==> config.mk <==
export PLATFORM = sky130hd
export DESIGN_NAME = axi_log_event_arbiter
export DESIGN_NICKNAME = d
export VERILOG_FILES = /design/src/rtl/axi_log_event_arbiter.sv
export SDC_FILE = /design/constraint.sdc
export NUM_CORES = 1
export LEC_CHECK = 0
export CORE_MARGIN = 5
export CORE_UTILIZATION = 52
export DETAILED_ROUTE_END_ITERATION = 8
export MAX_ROUTING_LAYER = met4
export PLACE_DENSITY_LB_ADDON = 0.08
export SYNTH_ARGS = -nofsm -noshare
export SYNTH_HDL_FRONTEND = slang
export SYNTH_SLANG_ARGS = --single-unit
==> constraint.sdc <==
create_clock -name Clk_CI -period 2.3 [get_ports Clk_CI]
set_input_delay 0.46 -clock Clk_CI [delete_from_list [all_inputs] [get_ports Clk_CI]]
set_output_delay 0.46 -clock Clk_CI [all_outputs]
set_load 0.05 [all_outputs]
==> src/rtl/axi_log_event_arbiter.sv <==
// -----------------------------------------------------------------------------
// axi_log_event_arbiter
//
// Merges AR and AW address-channel handshakes of a monitored AXI port into a
// single event stream for one BRAM logger. Each channel buffers its captured
// handshakes in a small FIFO. A one-entry output register presents the events
// to the logger with a valid/ready handshake. The output register is granted
// round-robin between the two FIFOs. A saturating counter records the events
// lost to a full FIFO or a full logger.
//
// Ports
//   Clk_CI, Rst_RBI             clock, asynchronous active-low reset
//   Ar*_SI/_DI, Aw*_SI/_DI      monitored AR/AW handshake and payload
//   Enable_SI                   capture enable
//   Clear_SI                    synchronous flush of FIFOs, output and counters
//   LogFull_SI                  logger full: new events are dropped
//   LogReady_SI                 logger accepts the presented event
//   LogValid_SO, LogIsWr_SO     event valid, 1 = AW event / 0 = AR event
//   LogId_DO/LogAddr_DO/LogLen_DO  event payload
//   DropCnt_DO, Overflow_SO     saturating drop count, sticky drop flag
// -----------------------------------------------------------------------------
module axi_log_event_arbiter #(
    parameter int unsigned AXI_ADDR_BITW = 32,
    parameter int unsigned AXI_ID_BITW   = 8,
    parameter int unsigned AXI_LEN_BITW  = 8,
    parameter int unsigned FIFO_DEPTH    = 4,
    parameter int unsigned DROP_CNT_BITW = 16
) (
    input  logic                     Clk_CI,
    input  logic                     Rst_RBI,
    input  logic                     ArValid_SI,
    input  logic                     ArReady_SI,
    input  logic [AXI_ID_BITW-1:0]   ArId_DI,
    input  logic [AXI_ADDR_BITW-1:0] ArAddr_DI,
    input  logic [AXI_LEN_BITW-1:0]  ArLen_DI,
    input  logic                     AwValid_SI,
    input  logic                     AwReady_SI,
    input  logic [AXI_ID_BITW-1:0]   AwId_DI,
    input  logic [AXI_ADDR_BITW-1:0] AwAddr_DI,
    input  logic [AXI_LEN_BITW-1:0]  AwLen_DI,
    input  logic                     Enable_SI,
    input  logic                     Clear_SI,
    input  logic                     LogFull_SI,
    input  logic                     LogReady_SI,
    output logic                     LogValid_SO,
    output logic                     LogIsWr_SO,
    output logic [AXI_ID_BITW-1:0]   LogId_DO,
    output logic [AXI_ADDR_BITW-1:0] LogAddr_DO,
    output logic [AXI_LEN_BITW-1:0]  LogLen_DO,
    output logic [DROP_CNT_BITW-1:0] DropCnt_DO,
    output logic                     Overflow_SO
);

    localparam int unsigned PTR_W   = $clog2(FIFO_DEPTH);
    localparam int unsigned CNT_W   = PTR_W + 1;
    localparam int unsigned ENTRY_W = AXI_ID_BITW + AXI_ADDR_BITW + AXI_LEN_BITW;

    typedef logic [ENTRY_W-1:0] entry_t;

    // Channel index 0 = AR, 1 = AW throughout.
    entry_t             mem_q   [2][FIFO_DEPTH];
    logic [PTR_W-1:0]   wptr_q  [2];
    logic [PTR_W-1:0]   rptr_q  [2];
    logic [CNT_W-1:0]   cnt_q   [2];

    logic               valid_q;
    logic               is_wr_q;
    entry_t             data_q;
    logic [DROP_CNT_BITW-1:0] drop_cnt_q;
    logic               ovf_q;
    logic               prio_wr_q;  // channel preferred when both FIFOs hold data

    logic [1:0]         ev;
    logic [1:0]         full;
    logic [1:0]         non_empty;
    logic [1:0]         push;
    logic [1:0]         drop;
    logic [1:0]         pop;
    logic [1:0]         drop_inc;
    entry_t             entry_in [2];
    logic               load;
    logic               grant_wr;
    logic               any_ne;

    function automatic logic [DROP_CNT_BITW-1:0] sat_add(
        input logic [DROP_CNT_BITW-1:0] a,
        input logic [1:0]               inc
    );
        logic [DROP_CNT_BITW:0] sum;
        sum = {1'b0, a} + (DROP_CNT_BITW+1)'(inc);
        return sum[DROP_CNT_BITW] ? '1 : sum[DROP_CNT_BITW-1:0];
    endfunction

    always_comb begin
        ev[0]       = ArValid_SI & ArReady_SI & Enable_SI & ~Clear_SI;
        ev[1]       = AwValid_SI & AwReady_SI & Enable_SI & ~Clear_SI;
        entry_in[0] = {ArId_DI, ArAddr_DI, ArLen_DI};
        entry_in[1] = {AwId_DI, AwAddr_DI, AwLen_DI};
        for (int c = 0; c < 2; c++) begin
            // Fullness uses the registered count: a pop in the same cycle
            // does not make room for a push.
            full[c]      = (cnt_q[c] == CNT_W'(FIFO_DEPTH));
            non_empty[c] = (cnt_q[c] != '0);
            push[c]      = ev[c] & ~full[c] & ~LogFull_SI;
            drop[c]      = ev[c] & (full[c] | LogFull_SI);
        end
        drop_inc = {1'b0, drop[0]} + {1'b0, drop[1]};

        load     = ~valid_q | LogReady_SI;
        any_ne   = non_empty[0] | non_empty[1];
        grant_wr = (non_empty[0] & non_empty[1]) ? prio_wr_q : non_empty[1];
        pop[0]   = load & non_empty[0] & ~grant_wr;
        pop[1]   = load & non_empty[1] &  grant_wr;
    end

    // FIFO storage carries data only; occupancy is tracked by the counters.
    always_ff @(posedge Clk_CI) begin
        for (int c = 0; c < 2; c++) begin
            if (push[c]) begin
                mem_q[c][wptr_q[c]] <= entry_in[c];
            end
        end
    end

    always_ff @(posedge Clk_CI or negedge Rst_RBI) begin
        if (!Rst_RBI) begin
            for (int c = 0; c < 2; c++) begin
                wptr_q[c] <= '0;
                rptr_q[c] <= '0;
                cnt_q[c]  <= '0;
            end
            valid_q    <= 1'b0;
            is_wr_q    <= 1'b0;
            data_q     <= '0;
            drop_cnt_q <= '0;
            ovf_q      <= 1'b0;
            prio_wr_q  <= 1'b0;
        end else if (Clear_SI) begin
            for (int c = 0; c < 2; c++) begin
                wptr_q[c] <= '0;
                rptr_q[c] <= '0;
                cnt_q[c]  <= '0;
            end
            valid_q    <= 1'b0;
            drop_cnt_q <= '0;
            ovf_q      <= 1'b0;
            prio_wr_q  <= 1'b0;
        end else begin
            for (int c = 0; c < 2; c++) begin
                if (push[c]) wptr_q[c] <= wptr_q[c] + 1'b1;
                if (pop[c])  rptr_q[c] <= rptr_q[c] + 1'b1;
                cnt_q[c] <= cnt_q[c] + CNT_W'(push[c]) - CNT_W'(pop[c]);
            end
            if (load) begin
                valid_q <= any_ne;
            end
            if (load && any_ne) begin
                data_q    <= mem_q[grant_wr][rptr_q[grant_wr]];
                is_wr_q   <= grant_wr;
                prio_wr_q <= ~grant_wr;
            end
            drop_cnt_q <= sat_add(drop_cnt_q, drop_inc);
            ovf_q      <= ovf_q | (|drop);
        end
    end

    assign LogValid_SO = valid_q;
    assign LogIsWr_SO  = is_wr_q;
    assign LogId_DO    = data_q[ENTRY_W-1 -: AXI_ID_BITW];
    assign LogAddr_DO  = data_q[AXI_LEN_BITW +: AXI_ADDR_BITW];
    assign LogLen_DO   = data_q[AXI_LEN_BITW-1:0];
    assign DropCnt_DO  = drop_cnt_q;
    assign Overflow_SO = ovf_q;

endmodule
==> results.md <==
- Xor and xnor fraction of the mapped netlist area: 0.7969%
- Die X: 199.6 um
- Slowest cell on crit path: clkdlybuf4s50_1
- Synth Net Count: 1137
- Worst setup EP type: output port
- Multiplexer area fraction after synthesis: 15.57%
- Sequential Power Share: 39.5%
- Final Max Slew Viols: 0
- Cells after synthesis: 1015
- Leak Pwr: 8.147 nW
- Mapped Area: 18680 um^2
- Switching share of power: 31.00%
- Final-layout fill cell count: 2441
- Comb power frac: 29.9%
- Seq/Total Area, Yosys: 72.70%
- Max stage delay on crit path: 0.82 ns
- Post-DP HPWL: 24890 um
- Final setup fails: 0
- Crit Path Class: flop to output port
- Final hold vios: 0
- Critical path fanouts, max: 2
- IO Pins: 173
- Antenna violations before repair: 4
- Largest family of logic cells by synthesized area: multiplexers
- Initial detailed-routing violation count: 411
- Die height: 199.6 um
- WL per Instance: 22.71 um
- Max Buffers Root-to-Sink: 3
- First-pass GRT wire length: 60690 um
- Antenna viol nets, final: 0
- Max-Cap Viols: 0
- Unrepaired setup endpoints after global routing: true
- Tmin final: 2.247 ns
- CTS tree: yes
- Layout Cells excl Fill: 1762
- Register Area: 13590 um^2
- Worst-Margin Slew: 0.5593 ns
- Outcome: completed
- Multi-input gate area: 4771 um^2
- Ys flop type: edfxtp_1
- Clock latency on the worst-skew pair: 0.58 ns
- Clock slew at reported path FFs: 0.06 ns
- Num CTS Buffers: 47
- H-tree depth: 2
- Ys Warns: 0
- Adder-Cell Fraction of Synth Area: 1.192%
- Tcrit/Tclk final: 97.69%
- Crit path DAT: 1.79 ns
- Num rows: 69
- Final Net Count: 1381
- Area delta synth->final: 24.49%
- Drt first pass iters: 5
- Ys async rst share: 17.60%
- Simple-gate share of the synthesized area: 3.087%
- CP required: 1.84 ns
- Vias in the first global route: 10164
- VDD IR max: 0.001063 V
- Synthesized flop and latch total: 466
- Final Skew: 0.02523 ns
- Setup TNS: 0 ns
- Synth top area cells: edfxtp_1, dfrtp_1, mux2i_1, mux4_2, mux2_2
- Worst path bufs/invs: 1
- Sink Count: 466
- DR vias: 9735
- Total wire length: 40010 um
- Crit start category: flop
- Power density cells: 1108 nW/um^2
- Final design utilization: 65.55%
- Crit-path cells: clkdlybuf4s50_1
- Cell-internal power: 0.01778 W
- Number of remaining DRC errors: 0
- Post-synth cell types: 52
- Ratio of cells with drive above 1 in the final layout: 23.75%
- Net Sw Power: 0.007989 W
- GPL Wtd Cong: 0.7649
- Buffers added on ports: 172
- CP delay by family, top: buffers and inverters
- Clock power frac: 30.6%
- Pin count of the biggest net entering global routing: 51
- M2 GR Usage: 33.71%
- Met3 usage: 3.574%
- Starting Density: 52.66%
- Slew HR: 62.59%
- GRT Total Usage: 20.88%
- Post-synth EDFFs: 384
- Post-synth top area share: 61.72%
- Root Driver: clkbuf_16
- GRT met1 Usage: 28.07%
- Cell taking the most area after synthesis: edfxtp_1
- Hold Path Class: input port to flop
- Die footprint: 39820 um^2
- Vias/cell: 5.525
- Placed Instances: 1666
- Fmax achieved: 445.1 MHz
- GRT Max-Usage Layer: met2
- Total grt overflow: 0
- Compound-Gate Fraction of Synth Area: 4.326%
- Post-Syn Area per Cell: 18.41 um^2
- WHS: 0.4208 ns
- Core footprint: 35480 um^2
-- synthesized netlist by cell type (3+ instances only) --
cell and instances:
o21ai_1 12, fa_1 3, nor2b_1 6, buf_4 4, nor2_1 17, xor2_1 5, clkbuf_1 9, dfrtp_1 82
a21oi_1 17, ha_1 13, nor3_1 7, nand3_1 6, and3_1 4, mux4_2 36, a31oi_1 3, mux2i_1 141
mux2_2 60, inv_1 20, edfxtp_1 384, nand2_1 57, o21ai_0 9, and2_1 8, or3_1 4, buf_6 12
nor4_1 4, buf_2 21, o221ai_2 30, nand4_1 4, xnor2_1 12
-- layout by cell type, fill, tap and decap left out, types with 3 or more instances in the layout --
master and n:
nand3_1 6, buf_12 28, nor2_1 13, buf_4 45
mux4_2 36, nor4_1 3, inv_1 19, nand4_1 4
a31oi_1 3, clkinv_1 3, xnor2_1 12, clkinvlp_4 3
clkdlybuf4s50_1 152, mux2i_1 141, a21oi_1 17, o21ai_1 12
xor2_1 5, bufinv_16 7, dlymetal6s2s_1 6, nor3_1 7
and3_1 4, or3_4 3, and2_2 8, o221ai_2 30
mux2_2 60, ha_1 12, clkbuf_1 9, edfxtp_1 384
o21ai_0 9, clkbuf_16 48, dfrtp_1 80, clkinv_2 10
nor2b_1 6, diode_2 4, nand2_1 57, clkbuf_8 4
fa_2 3, nor2_2 4, dlygate4sd2_1 13
-- repair_timing --
action                     4_1_cts  5_1_grt
hold buffers                     1        0
pin swaps                        0        8
buffers inserted                 0        3
hold endpoints to repair        25        0
setup endpoints to repair       13       24
gates resized for setup         13       15
cloned                           0        1
-- power groups by stage --
stage	Sequential (W)	Combinational [W]	Clock, W
2_1_floorplan	0.0116	0.00421	0
3_3_place_gp	0.0103	0.00769	0
3_5_place_dp	0.0103	0.00778	0
4_1_cts	0.0102	0.00779	0.00805
5_1_grt	0.0103	0.00822	0.00842
6_report	0.0102	0.00772	0.00787
-- worst paths after layout --
path | startpoint | endpoint | slack [ns] | cells past startpoint
setup reg to reg | cnt_q[2] | cnt_q[1] | 0.10 | 8
min in group asynchronous | Rst_RBI | data_q[33] | 0.43 | 2
setup / recovery | data_q[6] | LogLen_DO[6] | 0.05 | 1
hold reg to reg | data_q[43] | data_q[43] | 0.48 | 2
hold / removal | Clear_SI | DropCnt_DO[1] | 0.42 | 3
max in group asynchronous | Rst_RBI | data_q[21] | 1.23 | 3
-- cell type report --
class	instances	area share, %
Timing Repair Buffer	245	11.26
Tap cell	461	2.480
Antenna cell	4	0.04303
Inverter	20	0.3228
Sequential cell	466	58.43
Clock buffer	61	5.546
Clock inverter	26	1.409
Multi-Input combinational cell	479	20.51
-- through the flow --
step	instance area, um^2	setup slack, ns	power (W)
6_report	23260	0.05319	0.02577
5_1_grt	23260	-0.01063	0.02690
4_1_cts	23170	0.0005982	0.02602
3_5_place_dp	21550	-0.5086	0.01812
3_3_place_gp	21550	-0.4491	0.01803
2_1_floorplan	18740	-0.06072	0.01579
-- registers in the layout (all words and copies together) (netlist names) --
name / count
DropCnt_DO: 16
LogIsWr_SO: 1
LogValid_SO: 1
Overflow_SO: 1
cnt_q: 6
data_q: 48
mem_q: 384
prio_wr_q: 1
rptr_q: 4
wptr_q: 4
-- kinds of logic (layout without fill, tap and decap cells) --
family,Yosys count,count (layout)
AOI/OAI and AO/OA,85,85
xor gates and xnor gates,17,17
adders and majority gates,16,16
buffers and inverters,71,352
DFF,466,466
muxes,238,238
other,0,4
and+or+nand+nor,122,123
-- per-layer routing --
layer | vias to the layer above | wire length (um)
li1 | 4460 | -
met1 | 5002 | 17540
met4 | 0 | 750
met2 | 218 | 19840
met3 | 55 | 1880
met5 | - | 0
No activity file was read; power rests on OpenSTA's default activity.
==> patch, RTL diff (config.mk and constraints unchanged) <==
Change the parameter `AXI_ADDR_BITW` from 32 to 48.
--- a/src/rtl/axi_log_event_arbiter.sv
+++ b/src/rtl/axi_log_event_arbiter.sv
@@ -22,3 +22,3 @@
 module axi_log_event_arbiter #(
-    parameter int unsigned AXI_ADDR_BITW = 32,
+    parameter int unsigned AXI_ADDR_BITW = 48,
     parameter int unsigned AXI_ID_BITW   = 8,
Interface: changed (resized ArAddr_DI, AwAddr_DI and LogAddr_DO); port bits go from 173 to 221. No check against the original RTL was run, so the function may have changed too.
==> patch against the original RTL <==
Wire length is 37% higher; design area rose by 30%; synthesized area rose by 29%; maximum frequency decreased by 0.76%; setup slack worse by 0.017 ns; utilization grew 0.57 points; non-clock buffer count up 64; total power is 28% higher; sequential cell count up 144; critical path depth did not move; critical endpoint is now LogAddr_DO[35]; highest routed layer unchanged.
==> patch: results (changes against the original RTL) <==
{| class="wikitable"
! Metric !! Value
|-
| Placer Congestion || 0.8168 (was 0.7649)
|-
| Antenna violations before repair || 5 (was 4)
|-
| Static leakage || 10.27 nW (was 8.147 nW)
|-
| Fraction of synthesized cell area in xor and xnor cells || 0.6183% (was 0.7969%)
|-
| Proportion of synthesized area in mux cells || 16.80% (was 15.57%)
|-
| Post-Synth Adder-Cell Area || 0.9248% (was 1.192%)
|-
| Power in combinational cells || 9.80 mW (was 7.72 mW)
|-
| Wire length of the first global-routing pass || 83.35 mm (was 60.69 mm)
|-
| Mapped Cells || 1358 (was 1015)
|-
| Largest net degree at the start of global routing || 38 (was 51)
|-
| Leading cell types by total area after synthesis || sky130_fd_sc_hd__edfxtp_1 (64%), sky130_fd_sc_hd__mux2i_1 (11%), sky130_fd_sc_hd__dfrtp_1 (10%), sky130_fd_sc_hd__mux2_2 (4.2%), sky130_fd_sc_hd__o221ai_1 (2.3%) (was sky130_fd_sc_hd__edfxtp_1 (62%), sky130_fd_sc_hd__dfrtp_1 (11%), sky130_fd_sc_hd__mux2i_1 (7.6%), sky130_fd_sc_hd__mux4_2 (4.3%), sky130_fd_sc_hd__mux2_2 (3.6%))
|-
| Total routing resource utilization after global routing || 22.33% (was 20.88%)
|-
| Number of buffers inserted by port buffering || 220 (was 172)
|-
| Number of fill cells in the layout || 3147 (was 2441)
|-
| Clock latency reported for the late side of the worst-skew pair || 0.61 ns (was 0.58 ns)
|-
| Number of global-route vias before repair || 13540 (was 10160)
|-
| Sequential share of the synthesized area || 74.03% (was 72.70%)
|-
| Total number of vias || 12900 (was 9735)
|-
| Number of gates given a new drive strength after cts || 46 (was 13)
|-
| Total routed wirelength || 54.72 mm (was 40.01 mm)
|-
| Portion of total power attributed to sequential cells || 40.5% (was 39.5%)
|-
| Initial DRC Count || 711 (was 411)
|-
| Initial DRT Pass Iterations || 4 (was 5)
|-
| Result of the run || finished, final reports clean (unchanged)
|-
| Sw Pwr || 10.29 mW (was 7.989 mW)
|-
| Number of flip-flops under the largest register name || 512 (was 384)
|-
| NumNets Final || 1814 (was 1381)
|-
| Class of the tightest hold or removal check || input port to async pin (was input port to flop)
|-
| Pin slew with the least headroom to its limit || 0.6161 ns (was 0.5593 ns)
|-
| Area used by sequential logic in the layout || 17840 um2 (was 13590 um2)
|-
| Setup slack at placement || -0.4931 ns (was -0.5086 ns)
|-
| Async set-reset flop share out of synthesis || 16.07% (was 17.60%)
|-
| Mapped Nets || 1512 (was 1137)
|-
| Unique cell type count in the Yosys netlist || 46 (was 52)
|}
-- patch: worst paths after layout --
path	startpoint	end	slack [ns]
worst max-delay path	data_q[43]	LogAddr_DO[35]	0.04
worst min register to register	data_q[48]	data_q[48]	0.48
min in group Clk_CI	AwLen_DI[5]	mem_q[1][69]	0.48
worst min-delay path	Rst_RBI	data_q[58]	0.39
max in group asynchronous	Rst_RBI	data_q[22]	1.23
worst max register to register	cnt_q[4]	cnt_q[4]	0.09
-- patch: area by class of cell --
cell class / count / share of cell area, %
well taps: 600 / 2.491
flip-flops and latches: 610 / 59.19
diodes: 6 / 0.04982
inverters: 19 / 0.2366
repair buffers: 309 / 11.52
multi-input cells: 660 / 19.87
clock buffers: 86 / 5.742
clock inverters: 28 / 0.9134
-- patch: metal layers --
metal / track usage, % / routed length (um) / vias to the layer above
li1: - / - / 5909
met1: 29.81 / 23980 / 6592
met3: 3.608 / 2436 / 84
met4: 6.130 / 1209 / 0
met5: - / 0 / -
met2: 36.23 / 27090 / 313
